### config.mk
export PLATFORM = sky130hd
export DESIGN_NAME = eth_txarb_rr
export DESIGN_NICKNAME = d
export VERILOG_FILES = /design/src/rtl/eth_txarb_rr.sv
export SDC_FILE = /design/constraint.sdc
export NUM_CORES = 1
export LEC_CHECK = 0
export ABC_AREA = 0
export BUFFER_PORTS_ARGS = -buffer_cell sky130_fd_sc_hd__buf_2
export CORE_AREA = 2 2 149 151
export DETAILED_ROUTE_END_ITERATION = 7
export DIE_AREA = 0 0 151 153
export HOLD_SLACK_MARGIN = 0.03
export PLACE_DENSITY = 0.56
export SLEW_MARGIN = 20
export SYNTH_ARGS = -nofsm -noshare
export SYNTH_HDL_FRONTEND = slang
export SYNTH_SLANG_ARGS = --single-unit
export TNS_END_PERCENT = 5
### constraint.sdc
create_clock -name clk -period 2.6 [get_ports clk]
set_input_delay 0.52 -clock clk [delete_from_list [all_inputs] [get_ports clk]]
set_output_delay 0.52 -clock clk [all_outputs]
set_load 0.005 [all_outputs]
### src/rtl/eth_txarb_rr.sv
// N-channel whole-packet arbiter merging FWFT FIFOs into one tagged TX write stream.
// Define ETH_TXARB_STRICT_PRIO_EN for fixed priority (channel 0 highest); default is round-robin.
module eth_txarb_rr #(
    parameter int NCH       = 4,
    parameter int DW        = 74,
    parameter int TLAST_BIT = 1,
    parameter int TAGW      = 4
) (
    input  logic                clk,
    input  logic                rst,
    input  logic [NCH*DW-1:0]   fifo_dout,
    input  logic [NCH-1:0]      fifo_empty,
    output logic [NCH-1:0]      fifo_rd_en,
    output logic [TAGW+DW-1:0]  din,
    input  logic                full,
    output logic                wr_en
);
    localparam int GW = (NCH > 1) ? $clog2(NCH) : 1;

    typedef enum logic {IDLE, SEND} state_t;

    state_t         state, next_state;
    logic [GW-1:0]  grant;
    logic [GW-1:0]  pick;
    logic           any_req;
    logic           pop;
    logic           cur_empty;
    logic [DW-1:0]  cur_word;

`ifndef ETH_TXARB_STRICT_PRIO_EN
    logic [GW-1:0]  last_grant;
`endif

    // Candidate grant for the next packet, evaluated while idle
    always_comb begin : pick_blk
`ifdef ETH_TXARB_STRICT_PRIO_EN
        pick    = '0;
        any_req = (fifo_empty != {NCH{1'b1}});
        for (int i = NCH - 1; i >= 0; i--) begin
            if (!fifo_empty[i]) pick = GW'(i);
        end
`else
        int            idx;
        logic          found;
        logic [GW-1:0] cand;
        pick    = '0;
        any_req = (fifo_empty != {NCH{1'b1}});
        found   = 1'b0;
        idx     = 0;
        cand    = '0;
        for (int i = 1; i <= NCH; i++) begin
            idx = int'(last_grant) + i;
            if (idx >= NCH) idx = idx - NCH;
            cand = GW'(idx);
            if (!found && !fifo_empty[cand]) begin
                pick  = cand;
                found = 1'b1;
            end
        end
`endif
    end

    // Mux the granted channel; the pop is combinational so full stalls within the cycle
    always_comb begin
        cur_empty  = 1'b1;
        cur_word   = '0;
        fifo_rd_en = '0;
        for (int c = 0; c < NCH; c++) begin
            if (grant == GW'(c)) begin
                cur_empty = fifo_empty[c];
                cur_word  = fifo_dout[c*DW +: DW];
            end
        end
        pop = (state == SEND) && !cur_empty && !full;
        for (int c = 0; c < NCH; c++) begin
            fifo_rd_en[c] = pop && (grant == GW'(c));
        end
    end

    always_comb begin
        next_state = state;
        case (state)
            IDLE:    if (any_req && !full) next_state = SEND;
            SEND:    if (pop && cur_word[TLAST_BIT]) next_state = IDLE;
            default: next_state = IDLE;
        endcase
    end

    always_ff @(posedge clk) begin
        if (rst) begin
            state <= IDLE;
            grant <= '0;
`ifndef ETH_TXARB_STRICT_PRIO_EN
            last_grant <= GW'(NCH - 1);
`endif
            wr_en <= 1'b0;
            din   <= '0;
        end else begin
            state <= next_state;
            if (state == IDLE && next_state == SEND) begin
                grant <= pick;
`ifndef ETH_TXARB_STRICT_PRIO_EN
                last_grant <= pick;
`endif
            end
            wr_en <= pop;
            if (pop) din <= {TAGW'(grant), cur_word};
        end
    end

endmodule
==> impl_metrics.tcl <==
set metrics [dict create \
    tightestPinTransition_ns 0.534 \
    postCtsHoldBufs 0 \
    drc 0 \
    worst_setup_path_end_kind "primary output" \
    synth-warning-count 0 \
    area_growth_syn_to_layout_pct 53.1 \
    synth_xor_area_frac 0 \
    synth-main-ff-cell "dfxtp_1" \
    path_max_fanout 21 \
    fillCellCount 2299 \
    hold_viol_final 0 \
    p_total_uw 3530 \
    cts-htree-levels 3 \
    start_util 0.222 \
    gp_congestion 0.829 \
    cts-root-buf "clkbuf_16" \
    synthSimpleGateAreaFrac 0.143 \
    run_status "complete, no violations" \
    path_clk_slew_ns 0.06 \
    ys_ff_latch 82 \
    numCtsBuffers 9 \
    setup_violations 0 \
    die_x_um 151 \
    required_ns 2.08 \
    drtAntennaViolNets 0 \
    rsz0062_at_grt "false" \
    vias_per_cell 4.56 \
    crit_arrival_ns 1.75 \
    crit_type "flop to primary output" \
    grt_pass1_wl_mm 26.2 \
    avgSynthCellArea_um2 10.2 \
    syn_area_um2 4760 \
    antenna_found_initial 3 \
    insertion_delay_ns 0.34 \
    cap_violations 0 \
    overflow 0 \
    maxSlewViolCount 0 \
    die_h_um 153 \
    max_clock_freq_ghz 0.441 \
    dp_hpwl_mm 14.2 \
    cts.path.max_buffers 2 \
    io_buffers 383 \
    cts_resized 0 \
    final_layout_size_suffix_gt1_frac 0.589 \
    peakVddDrop_mv 0.314 \
    rows 54 \
    synthAdderAreaFrac 0 \
    ys_seq_area_frac 0.345 \
    cts_setup_buffers 0 \
    fin_tns_setup_ns 0 \
    nNetsFinal 1132 \
    period_share 0.873 \
    maxSlewHeadroom 0.644 \
    grt_max_degree 77 \
    synthMuxAreaShare 0.355 \
    grt_usage 0.147 \
    wire_per_inst_um 15.8 \
    vias 5080 \
    hold_path.class "flop to flop" \
    synth_edf_count 0 \
    power_density_nw_per_um2 485 \
    fp.coreArea_um2 21500 \
    skew_ns 0.0120 \
    grt_pass1_vias 4956 \
    finalWirelength_mm 17.6 \
    finalCriticalPeriod_ns 2.27 \
    synth_top_family_by_area "multiplexers" \
    dieArea_um2 23100 \
    io_pins 386 \
    synthCells 467 \
    clock_sinks 82 \
    yosysUniqueCellTypes 31 \
    firstDrtPassIters 4 \
    synth_compound_area_frac 0.103 \
    cts_tree "built" \
    start_kind "flop" \
    drt_iter0_drc 194 \
    power.leakage_uw 0.00321 \
    async_reset_ff_frac 0 \
]
-- cell usage in the layout, fill, tap and decap left out, drive strengths merged, types with 2 or more instances in the layout --
cell type / n
buf: 395
nand2: 155
dfxtp: 82
a21oi: 79
mux4: 74
clkbuf: 9
inv: 7
nor2: 6
nor3b: 3
nor3: 2
conb: 2
-- state kept, by name (all words and copies together), names as in the netlist --
signal and flops:
state 1, wr_en 1, grant 2, last_grant 2
din 76
-- area by class of cell --
cell class	count	area (um^2)	share of cell area
diodes	1	2.50	0.000343
well taps	280	350	0.0481
inverters	3	11.3	0.00154
clock buffers	9	225	0.0309
repair buffers	395	2080	0.285
clock inverters	7	81.3	0.0112
flip-flops and latches	82	1650	0.226
multi-input cells	338	2890	0.397
-- cell families (layout without fill, tap and decap cells) --
logic type,after synthesis,count (layout)
and+or+nand+nor,171,171
AOI/OAI and AO/OA,89,89
DFF,82,82
muxes,76,76
buffers and inverters,48,414
other,1,3
-- worst max-delay path: stages, from the launching register on --
cell and delay, ns:
dfxtp_4 0.37, buf_4 0.23, or3_1 0.42, nor3b_1 0.22, buf_2 0.17
-- where the power goes --
group / internal (uW) / switching (uW) / leakage (uW) / total, uW
Clock: 760 / 573 / 0.000147 / 1330
Combinational: 502 / 359 / 0.00240 / 861
Sequential: 1310 / 31.7 / 0.000666 / 1340
Total: 2570 / 964 / 0.00321 / 3530
-- Yosys cell counts (2+ instances only) --
cell      number  area share
buf_2         14       0.015
inv_1          3      0.0024
nand2_1      155        0.12
clkbuf_1      19       0.015
nor2_1         6      0.0047
buf_6          3      0.0071
nor3b_1        2      0.0032
mux4_2        74        0.35
a21oi_1       79       0.083
nor3_1         2      0.0021
buf_4          9       0.014
dfxtp_1       82        0.34
-- worst paths after layout --
kind                               start            end  slack, ns  cells past startpoint
worst max-delay path            grant[1]  fifo_rd_en[1]       0.33                      4
worst min-delay path             din[63]        din[63]       0.45                      2
worst max register to register  grant[0]          state       0.81                      3
worst min register to register   din[63]        din[63]       0.45                      2
-- layer usage --
layer  vias to the layer above  wire, um  GRT usage
met4                         2       281     0.0423
met2                       244      9140      0.265
met3                        17      1630     0.0412
li1                       2430         -          -
met5                         -        11          0
met1                      2387      6590      0.167
-- per-stage QoR --
stage,hold WS (ns),utilization,cell area (um^2),setup slack (ns),std cells
floorplan,0.448,-,4770,0.905,468
global placement,0.435,0.324,6950,0.363,1097
detailed placement,0.440,0.324,6950,0.227,1097
CTS,0.450,0.338,7260,0.278,1113
global route,0.466,0.339,7290,0.215,1114
finish,0.446,0.339,7290,0.331,1115
No activity file was read; power rests on OpenSTA's default activity.
